===== config.mk =====
export PLATFORM = sky130hd
export DESIGN_NAME = mem_ctrl
export DESIGN_NICKNAME = d
export VERILOG_FILES = /design/src/rtl/mem_ctrl.sv
export SDC_FILE = /design/constraint.sdc
export NUM_CORES = 1
export LEC_CHECK = 0
export CAP_MARGIN = 25
export CELL_PAD_IN_SITES_DETAIL_PLACEMENT = 1
export CELL_PAD_IN_SITES_GLOBAL_PLACEMENT = 1
export CORE_MARGIN = 3
export CORE_UTILIZATION = 43
export DETAILED_ROUTE_END_ITERATION = 7
export HOLD_SLACK_MARGIN = 0.06
export PLACE_DENSITY_LB_ADDON = 0.08
export SLEW_MARGIN = 40
export SYNTH_ARGS = -nofsm -noshare
export SYNTH_HDL_FRONTEND = slang
export SYNTH_SLANG_ARGS = --single-unit

===== constraint.sdc =====
create_clock -name clk_in -period 12.8 [get_ports clk_in]
set_input_delay 3.84 -clock clk_in [delete_from_list [all_inputs] [get_ports clk_in]]
set_output_delay 3.84 -clock clk_in [all_outputs]
set_load 0.05 [all_outputs]

===== src/rtl/mem_ctrl.sv =====
`default_nettype none
// ----------------------------------------------------------------------------
// mem_ctrl : LSB load/store and instruction-fetch responder on a byte-wide RAM
//            port, with sub-word sign/zero extension and I/O write stalling.
// Revision  : 1.0
// ----------------------------------------------------------------------------
module mem_ctrl #(
  parameter logic [31:0] IO_BASE = 32'h0003_0000
) (
  input  logic        clk_in,
  input  logic        rst_in,
  input  logic        rdy_in,
  input  logic        clear_flag,
  input  logic        lsb_req,
  input  logic [31:0] lsb_addr,
  input  logic [31:0] lsb_data,
  input  logic        lsb_is_store,
  input  logic [3:0]  lsb_op,
  output logic        lsb_ready,
  output logic [31:0] lsb_val,
  input  logic        if_req,
  input  logic [31:0] if_addr,
  output logic        if_ready,
  output logic [31:0] if_data,
  input  logic [7:0]  mem_din,
  output logic [7:0]  mem_dout,
  output logic [31:0] mem_a,
  output logic        mem_wr,
  input  logic        io_buffer_full
);

  typedef enum logic [1:0] {
    S_IDLE  = 2'd0,
    S_READ  = 2'd1,
    S_WRITE = 2'd2,
    S_DONE  = 2'd3
  } state_t;

  state_t      state_q, state_d;
  logic [31:0] base_q, base_d;
  logic [31:0] data_q, data_d;
  logic [31:0] buf_q, buf_d;
  logic [2:0]  cnt_q, cnt_d;
  logic [2:0]  n_q, n_d;
  logic [1:0]  size_q, size_d;
  logic        uns_q, uns_d;
  logic        src_if_q, src_if_d;
  logic        io_q, io_d;
  logic        kill_q, kill_d;
  logic        frz_q, frz_d;
  logic [31:0] mem_a_q, mem_a_d;
  logic [7:0]  mem_dout_q, mem_dout_d;
  logic        lsb_ready_q, lsb_ready_d;
  logic [31:0] lsb_val_q, lsb_val_d;
  logic        if_ready_q, if_ready_d;
  logic [31:0] if_data_q, if_data_d;

  logic [2:0]  w_cnt_inc;
  logic [1:0]  w_cap_idx;
  logic [2:0]  w_lsb_n;
  logic [31:0] w_word;
  logic [31:0] w_ext;
  logic        w_stall;
  logic        w_unused_op;

  assign w_unused_op = lsb_op[3];
  assign w_cnt_inc   = cnt_q + 3'd1;
  assign w_cap_idx   = cnt_q[1:0] - 2'd1;
  assign w_stall     = (state_q == S_WRITE) && io_q && io_buffer_full;

  assign mem_a     = mem_a_q;
  assign mem_dout  = mem_dout_q;
  assign mem_wr    = (state_q == S_WRITE) && !w_stall;
  assign lsb_ready = lsb_ready_q;
  assign lsb_val   = lsb_val_q;
  assign if_ready  = if_ready_q;
  assign if_data   = if_data_q;

  always_comb begin
    case (lsb_op[1:0])
      2'b00:   w_lsb_n = 3'd1;
      2'b01:   w_lsb_n = 3'd2;
      default: w_lsb_n = 3'd4;
    endcase
  end

  // Byte arriving this cycle belongs to the beat issued one cycle earlier.
  always_comb begin
    w_word = buf_q;
    w_word[{w_cap_idx, 3'b000} +: 8] = mem_din;
  end

  always_comb begin
    case (size_q)
      2'b00:   w_ext = uns_q ? {24'd0, w_word[7:0]}  : {{24{w_word[7]}},  w_word[7:0]};
      2'b01:   w_ext = uns_q ? {16'd0, w_word[15:0]} : {{16{w_word[15]}}, w_word[15:0]};
      default: w_ext = w_word;
    endcase
  end

  always_comb begin
    state_d     = state_q;
    base_d      = base_q;
    data_d      = data_q;
    buf_d       = buf_q;
    cnt_d       = cnt_q;
    n_d         = n_q;
    size_d      = size_q;
    uns_d       = uns_q;
    src_if_d    = src_if_q;
    io_d        = io_q;
    kill_d      = kill_q;
    frz_d       = !rdy_in;
    mem_a_d     = mem_a_q;
    mem_dout_d  = mem_dout_q;
    lsb_ready_d = lsb_ready_q;
    lsb_val_d   = lsb_val_q;
    if_ready_d  = if_ready_q;
    if_data_d   = if_data_q;

    if (rdy_in) begin
      lsb_ready_d = 1'b0;
      if_ready_d  = 1'b0;
      case (state_q)
        S_IDLE: begin
          if (!clear_flag && lsb_req) begin
            base_d   = lsb_addr;
            data_d   = lsb_data;
            size_d   = lsb_op[1:0];
            uns_d    = lsb_op[2];
            n_d      = w_lsb_n;
            src_if_d = 1'b0;
            io_d     = (lsb_addr >= IO_BASE);
            kill_d   = 1'b0;
            cnt_d    = 3'd0;
            buf_d    = 32'd0;
            mem_a_d  = lsb_addr;
            if (lsb_is_store) begin
              mem_dout_d = lsb_data[7:0];
              state_d    = S_WRITE;
            end else begin
              state_d    = S_READ;
            end
          end else if (!clear_flag && if_req) begin
            base_d   = if_addr;
            size_d   = 2'b10;
            uns_d    = 1'b0;
            n_d      = 3'd4;
            src_if_d = 1'b1;
            io_d     = 1'b0;
            kill_d   = 1'b0;
            cnt_d    = 3'd0;
            buf_d    = 32'd0;
            mem_a_d  = if_addr;
            state_d  = S_READ;
          end
        end

        S_READ: begin
          if (clear_flag) begin
            state_d = S_IDLE;
          end else if (frz_q) begin
            // RAM data seen after a freeze is stale; restart the whole read.
            cnt_d   = 3'd0;
            mem_a_d = base_q;
          end else begin
            if (cnt_q != 3'd0) begin
              buf_d = w_word;
            end
            if (cnt_q == n_q) begin
              state_d = S_DONE;
              if (src_if_q) begin
                if_ready_d = 1'b1;
                if_data_d  = w_word;
              end else begin
                lsb_ready_d = 1'b1;
                lsb_val_d   = w_ext;
              end
            end else begin
              cnt_d = w_cnt_inc;
              if (w_cnt_inc < n_q) begin
                mem_a_d = base_q + {29'd0, w_cnt_inc};
              end
            end
          end
        end

        S_WRITE: begin
          if (clear_flag) begin
            kill_d = 1'b1;
          end
          if (!w_stall) begin
            if (cnt_q == n_q - 3'd1) begin
              if (clear_flag || kill_q) begin
                state_d = S_IDLE;
              end else begin
                state_d     = S_DONE;
                lsb_ready_d = 1'b1;
                lsb_val_d   = 32'd0;
              end
            end else begin
              cnt_d      = w_cnt_inc;
              mem_a_d    = base_q + {29'd0, w_cnt_inc};
              mem_dout_d = data_q[{w_cnt_inc[1:0], 3'b000} +: 8];
            end
          end
        end

        default: begin
          state_d = S_IDLE;
        end
      endcase
    end
  end

  always_ff @(posedge clk_in or posedge rst_in) begin
    if (rst_in) begin
      state_q     <= S_IDLE;
      base_q      <= 32'd0;
      data_q      <= 32'd0;
      buf_q       <= 32'd0;
      cnt_q       <= 3'd0;
      n_q         <= 3'd0;
      size_q      <= 2'd0;
      uns_q       <= 1'b0;
      src_if_q    <= 1'b0;
      io_q        <= 1'b0;
      kill_q      <= 1'b0;
      frz_q       <= 1'b0;
      mem_a_q     <= 32'd0;
      mem_dout_q  <= 8'd0;
      lsb_ready_q <= 1'b0;
      lsb_val_q   <= 32'd0;
      if_ready_q  <= 1'b0;
      if_data_q   <= 32'd0;
    end else begin
      state_q     <= state_d;
      base_q      <= base_d;
      data_q      <= data_d;
      buf_q       <= buf_d;
      cnt_q       <= cnt_d;
      n_q         <= n_d;
      size_q      <= size_d;
      uns_q       <= uns_d;
      src_if_q    <= src_if_d;
      io_q        <= io_d;
      kill_q      <= kill_d;
      frz_q       <= frz_d;
      mem_a_q     <= mem_a_d;
      mem_dout_q  <= mem_dout_d;
      lsb_ready_q <= lsb_ready_d;
      lsb_val_q   <= lsb_val_d;
      if_ready_q  <= if_ready_d;
      if_data_q   <= if_data_d;
    end
  end

endmodule
`default_nettype wire


==> results of run 1 <==
[sequential cells by signal, indices dropped and copies added (netlist names)]
register,cells
if_ready,1
lsb_val,32
mem_dout,8
size_q,2
n_q,3
io_q,1
uns_q,1
state_q,2
if_data,32
buf_q,32
kill_q,1
mem_a,32
frz_q,1
data_q,32
cnt_q,3
base_q,32
src_if_q,1
lsb_ready,1
[cells by family (layout without fill, tap and decap cells)]
family / count (synthesis) / in the layout / synth area share
adder cells (fa/ha/maj): 17 / 17 / 0.0197
flip-flops: 217 / 217 / 0.486
AO/OA/AOI/OAI: 316 / 316 / 0.182
multiplexers: 120 / 120 / 0.127
AND/OR/NAND/NOR: 305 / 305 / 0.134
buffers and inverters: 109 / 308 / 0.0415
XOR/XNOR: 11 / 11 / 0.00985
[critical path: cells and delay by family]
kind | cells | cell delay [ns]
buffers and inverters | 2 | 1.31
AND/OR/NAND/NOR | 2 | 0.31
[synth_stat cells, types with 5 or more instances]
cell | instances | area [um2]
dfrtp_1 | 217 | 5430
nand2_1 | 128 | 480
o21ai_0 | 72 | 360
mux2_2 | 63 | 709
clkbuf_1 | 54 | 203
a21oi_1 | 52 | 260
nor2_1 | 50 | 188
mux2i_1 | 41 | 410
o21ai_1 | 30 | 150
a21o_1 | 28 | 210
nand3_1 | 28 | 140
inv_1 | 26 | 97.6
o31ai_1 | 23 | 173
nor2b_1 | 21 | 131
a211oi_1 | 20 | 150
a31oi_1 | 19 | 119
buf_2 | 16 | 80.1
ha_1 | 16 | 200
nand4_1 | 11 | 68.8
nor4_1 | 11 | 68.8
a22oi_1 | 9 | 67.6
a22o_1 | 8 | 70.1
mux2_4 | 8 | 120
mux4_2 | 8 | 180
and3_1 | 7 | 43.8
and4_1 | 7 | 61.3
nor3_1 | 7 | 35.0
o211ai_1 | 6 | 45.0
o311ai_0 | 6 | 52.6
or4_1 | 6 | 45.0
and2_1 | 5 | 31.3
o22ai_1 | 5 | 31.3
xnor2_1 | 5 | 43.8
xor2_1 | 5 | 43.8
[power by group through the flow]
stage,registers [uW],clock network (uW),logic [uW]
2_1_floorplan,1430,0,790
3_3_place_gp,1130,0,1580
3_5_place_dp,1150,0,1630
4_1_cts,1140,814,1640
5_1_grt,1180,846,1750
6_report,1140,796,1630
[area by class of cell]
type	count	area share
flip-flops and latches	217	0.374
well taps	330	0.0284
clock inverters	13	0.0135
multi-input cells	769	0.367
clock buffers	33	0.0508
repair buffers	233	0.159
inverters	29	0.00809
[stage by stage]
stage,util,hold WS (ns),area [um2]
after floorplan,-,0.466,11200
after global placement,0.535,0.462,13600
after detailed placement,0.537,0.465,13600
after CTS,0.574,0.479,14500
after global routing,0.574,0.482,14500
final,0.574,0.475,14500
[layer usage]
metal / wire length (um) / track usage
met2: 16800 / 0.414
met1: 14900 / 0.315
met4: 663 / 0.0551
met5: 18 / 0
met3: 1700 / 0.0394
[cell usage in the layout, fill, tap and decap left out, types with 6 or more instances in the layout]
cell               n
a211oi_1          20
a21o_1            28
a21oi_1           51
a22o_1             8
a22oi_1            9
a31oi_1           19
and3_1             7
and4_1             7
buf_4             11
clkbuf_16         27
clkdlybuf4s50_1  221
clkinv_2           7
dfrtp_1          216
ha_1              14
inv_1             25
mux2_2            63
mux2_4             8
mux2i_1           41
mux4_2             8
nand2_1          127
nand3_1           27
nand4_1           11
nor2_1            49
nor2b_1           20
nor4_1            11
o211ai_1           6
o21ai_0           72
o21ai_1           30
o31ai_1           23
or4_1              6
[worst max path at each step]
stage,startpoint,endpoint,slack [ns],depth (start not counted)
2_1_floorplan,rst_in,base_q[0]$_DFFE_PP0P_,3.02,1
3_3_place_gp,io_buffer_full,mem_wr,3.51,4
3_5_place_dp,io_buffer_full,mem_wr,3.50,4
4_1_cts,io_buffer_full,mem_wr,3.50,4
5_1_grt,io_buffer_full,mem_wr,3.50,4
6_report,io_buffer_full,mem_wr,3.50,4
==> flow_metrics.py, run 1 <==
metrics = {
    "setup_path": {
        "critical_path_class": "in2out",
        "path_max_fanout": 3,
        "regToRegEndpoint": "mem_a[30]$_DFFE_PP0P_",
        "critical_path.cell_chain": "clkdlybuf4s50_1 -> and2_1 -> nor2_1 -> clkdlybuf4s50_1",
        "rr_worst_depth": 8,
        "rrSetupSlack_ns": 8.92,
        "crit_required_ns": 8.96,
        "arrival_ns": 5.46,
        "r2r-start": "cnt_q[0]$_DFFE_PP0P_",
        "start_kind": "input port",
        "cp_common_cell": "clkdlybuf4s50_1",
        "cpPeakStageDelay_ns": 0.87,
        "slowest_stage": "clkdlybuf4s50_1",
        "worst_setup_path_end_kind": "output port",
    },
    "detailed_routing": {
        "wl_per_cell_um": 21.0,
        "ant_nets": 0,
        "wl_um": 34100,
        "first_iter_violations": 505,
        "drc": 0,
        "num_vias": 9344,
        "vias_per_cell": 5.75,
        "drt_pre_antenna_iters": 5,
    },
    "placed_design": {
        "place.gp.congestion": 0.799,
        "place_ws_ns": 3.50,
        "dp_cells": 1578,
        "io_buffer_count": 221,
        "hpwl_um": 23500,
    },
    "pwr": {
        "ir_drop_mv": 0.129,
        "clkPwrFrac": 0.223,
        "power_leakage_uw": 0.00617,
        "p_int_uw": 2030,
        "sequentialPowerShare": 0.320,
        "power.switching_uw": 1540,
        "power.density_mw_per_mm2": 245,
        "combPwrFrac": 0.457,
        "p_total_uw": 3560,
        "swShare": 0.432,
    },
    "min_path": {
        "min_path_type": "reg2reg",
        "hold_path_end": "lsb_val[7]$_DFFE_PP0P_",
        "hp-start": "lsb_val[7]$_DFFE_PP0P_",
        "whs_path_depth": 2,
    },
    "synthesis": {
        "synth-seq-area-share": 0.486,
        "synthArstFlopShare": 1.00,
        "ys.flop_type": "dfrtp_1",
        "syn_avg_cell_area_um2": 10.2,
        "synth_edf_count": 0,
        "yosysWarnings": 0,
        "syn_nets": 1228,
        "synth.cell_area_mm2": 0.0112,
        "synth-seq-cells": 217,
        "ys_types": 75,
        "synthCells": 1095,
    },
    "sta": {
        "slew_violations": 0,
        "rsz0062_at_grt": "false",
        "fin_worst_skew_ns": 0.00985,
        "setup_tns_ns": 0,
        "finalHoldViolations": 0,
        "finalSetupViolCount": 0,
        "fin_crit_ns": 9.30,
        "slew_headroom": 0.432,
        "setup_ws_ns": 3.50,
        "max_freq_ghz": 0.107,
        "tightest_slew_ns": 0.852,
        "finalCritPeriodShare": 0.727,
    },
    "floorplan": {
        "start_util": 0.441,
        "coreArea_mm2": 0.0253,
        "die_w_um": 167,
        "ios": 223,
        "dieArea_mm2": 0.0280,
        "placementRows": 58,
        "die_h_um": 167,
    },
    "layout": {
        "nets": 1409,
        "drive_gt1_frac": 0.123,
        "seq_area_mm2": 0.00543,
        "final.fill_count": 2809,
        "syn_to_final_growth_pct": 30.1,
        "num_antenna_cells": 0,
        "final_cells": 1624,
        "multi_input_area_mm2": 0.00534,
    },
    "global_route": {
        "grt-ovfl-total": 0,
        "grt_max_degree": 94,
        "grt_pass1_wl_um": 54400,
        "grt_pass1_vias": 9807,
        "grt_usage": 0.238,
        "grt_antenna_before_repair": 2,
    },
    "clock_network": {
        "cts_tree": "done",
        "cts_setup_buffers": 0,
        "cts_resized": 0,
        "clockBufferDepth": 3,
        "root_buffer": "clkbuf_16",
        "numClockSinks": 217,
        "clk_pin_slew_ns": 0.06,
        "ctsHoldBuffers": 0,
        "h-tree-depth": 1,
        "clk_latency_ns": 0.52,
        "numCtsBuffers": 26,
    },
    "job": {
        "cap_violations": 0,
    },
    "status": {
        "outcome": "finished, final reports clean",
    },
}
Power figures use the tool's default switching activity.
==> inputs of run 2 (changes only) <==
CORE_UTILIZATION = 36   (was 43)
clock period = 7.9 ns   (was 12.8 ns; I/O delays follow)
==> flow_metrics.py, run 2 (same netlist as run 1, synthesis figures left out) <==
metrics = {
    "sta": {
        "tightest_slew_ns": 0.824,
        "finalHoldViolations": 0,
        "slew_headroom": 0.451,
        "finalSetupViolCount": 0,
        "setup_tns_ns": 0,
        "fin_crit_ns": 6.35,
        "slew_violations": 0,
        "rsz0062_at_grt": "false",
        "max_freq_ghz": 0.157,
        "fin_worst_skew_ns": 0.0147,
        "finalCritPeriodShare": 0.804,
        "setup_ws_ns": 1.55,
    },
    "detailed_routing": {
        "num_vias": 9347,
        "wl_um": 35100,
        "drt_pre_antenna_iters": 4,
        "vias_per_cell": 5.55,
        "wl_per_cell_um": 20.9,
        "ant_nets": 0,
        "first_iter_violations": 449,
        "drc": 0,
    },
    "placed_design": {
        "hpwl_um": 24400,
        "io_buffer_count": 221,
        "postPlaceCellArea_mm2": 0.0137,
        "place.gp.congestion": 0.819,
        "place_ws_ns": 1.57,
    },
    "pwr": {
        "sequentialPowerShare": 0.323,
        "swShare": 0.436,
        "power_leakage_uw": 0.00615,
        "power.switching_uw": 2490,
        "p_total_uw": 5720,
        "p_int_uw": 3220,
        "power.density_mw_per_mm2": 391,
        "clkPwrFrac": 0.209,
        "ir_drop_mv": 0.189,
        "combPwrFrac": 0.468,
    },
    "floorplan": {
        "die_h_um": 182,
        "coreArea_mm2": 0.0301,
        "ios": 223,
        "dieArea_mm2": 0.0332,
        "die_w_um": 182,
        "start_util": 0.371,
        "placementRows": 63,
    },
    "min_path": {
        "whs_path_depth": 1,
        "min_path_type": "reg2reg",
    },
    "setup_path": {
        "crit_required_ns": 5.53,
        "cp_top_family": "buffers and inverters",
        "cpPeakStageDelay_ns": 0.88,
        "slowest_stage": "clkdlybuf4s50_1",
        "cp.depth": 4,
        "worst_setup_path_end_kind": "output port",
        "rr_worst_depth": 8,
        "arrival_ns": 3.98,
        "cp_common_cell": "clkdlybuf4s50_1",
        "path_max_fanout": 3,
        "start_kind": "input port",
        "critical_path.cell_chain": "clkdlybuf4s50_1 -> and2_1 -> nor2_1 -> clkdlybuf4s50_1",
        "critical_path_class": "in2out",
        "cp.buffers_inverters": 2,
    },
    "layout": {
        "mostFrequentLayoutCells": "clkdlybuf4s50_1, dfrtp_1, nand2_1, o21ai_0, mux2_2",
        "drive_gt1_frac": 0.121,
        "final.fill_count": 3280,
        "syn_to_final_growth_pct": 30.8,
        "final_common_cell": "clkdlybuf4s50_1",
        "nets": 1410,
        "num_antenna_cells": 0,
        "design_area_mm2": 0.0146,
    },
    "clock_network": {
        "clockBufferDepth": 3,
        "clk_latency_ns": 0.53,
        "cts_resized": 0,
        "clk_pin_slew_ns": 0.06,
        "root_buffer": "clkbuf_16",
        "cts_setup_buffers": 0,
        "cts_tree": "done",
        "h-tree-depth": 1,
        "ctsHoldBuffers": 0,
        "numClockSinks": 217,
        "numCtsBuffers": 26,
    },
    "global_route": {
        "grt_pass1_vias": 9766,
        "grt_pass1_wl_um": 55900,
        "grt-ovfl-total": 0,
        "grt_max_degree": 134,
        "grt_usage": 0.208,
        "grt_antenna_before_repair": 1,
    },
    "job": {
        "cap_violations": 0,
    },
    "status": {
        "outcome": "finished, final reports clean",
    },
}
-- run 2: area by class of cell --
type / instances / area, um2 / share of cell area
clock buffer: 39 / 771 / 0.0527
clock inverter: 5 / 78.8 / 0.00539
inverter: 29 / 115 / 0.00788
multi-input combinational: 769 / 5350 / 0.366
sequential: 217 / 5430 / 0.372
tap: 390 / 488 / 0.0334
timing repair buffer: 234 / 2380 / 0.163
-- run 2: path summary, 6_finish.rpt --
kind                                         startpoint                 endpoint  slack [ns]
worst max-delay path                     io_buffer_full                   mem_wr        1.55
worst min-delay path            lsb_val[26]$_DFFE_PP0P_  lsb_val[26]$_DFFE_PP0P_        0.48
worst max register to register     cnt_q[0]$_DFFE_PP0P_    mem_a[16]$_DFFE_PP0P_        4.06
worst min register to register  lsb_val[26]$_DFFE_PP0P_  lsb_val[26]$_DFFE_PP0P_        0.48
max in group asynchronous                        rst_in    mem_a[30]$_DFFE_PP0P_        4.53
min in group asynchronous                        rst_in     if_ready$_DFFE_PP0P_        2.19
-- run 2: routing by layer --
layer / vias up / wire, um / global-route usage
li1: 4359 / - / -
met1: 4722 / 16200 / 0.287
met2: 212 / 16500 / 0.345
met3: 52 / 1560 / 0.0327
met4: 2 / 824 / 0.0460
met5: - / 13 / 0
-- run 2: worst reg2reg max path, cell delays in order (launching register included) --
cell and delay, ns:
dfrtp_2 0.70, inv_1 0.22, ha_2 0.70, fa_1 0.33, a21o_1 0.28, nand4_2 0.47
or4_1 0.65, a41oi_1 0.26, mux2_2 0.19
-- run 2: power groups by stage --
stage / Combinational (uW) / Sequential, uW / Clock [uW]
after floorplan: 1280 / 2310 / 0
after global placement: 2590 / 1840 / 0
after detailed placement: 2680 / 1860 / 0
after CTS: 2690 / 1850 / 1230
after global routing: 2890 / 1900 / 1280
final: 2680 / 1840 / 1200
-- run 2: through the flow --
stage,utilization,hold WS (ns),cells
2_1_floorplan,-,0.466,1095
3_3_place_gp,0.453,0.459,1636
3_5_place_dp,0.456,0.466,1638
4_1_cts,0.484,0.480,1682
5_1_grt,0.485,0.490,1683
6_report,0.485,0.476,1683
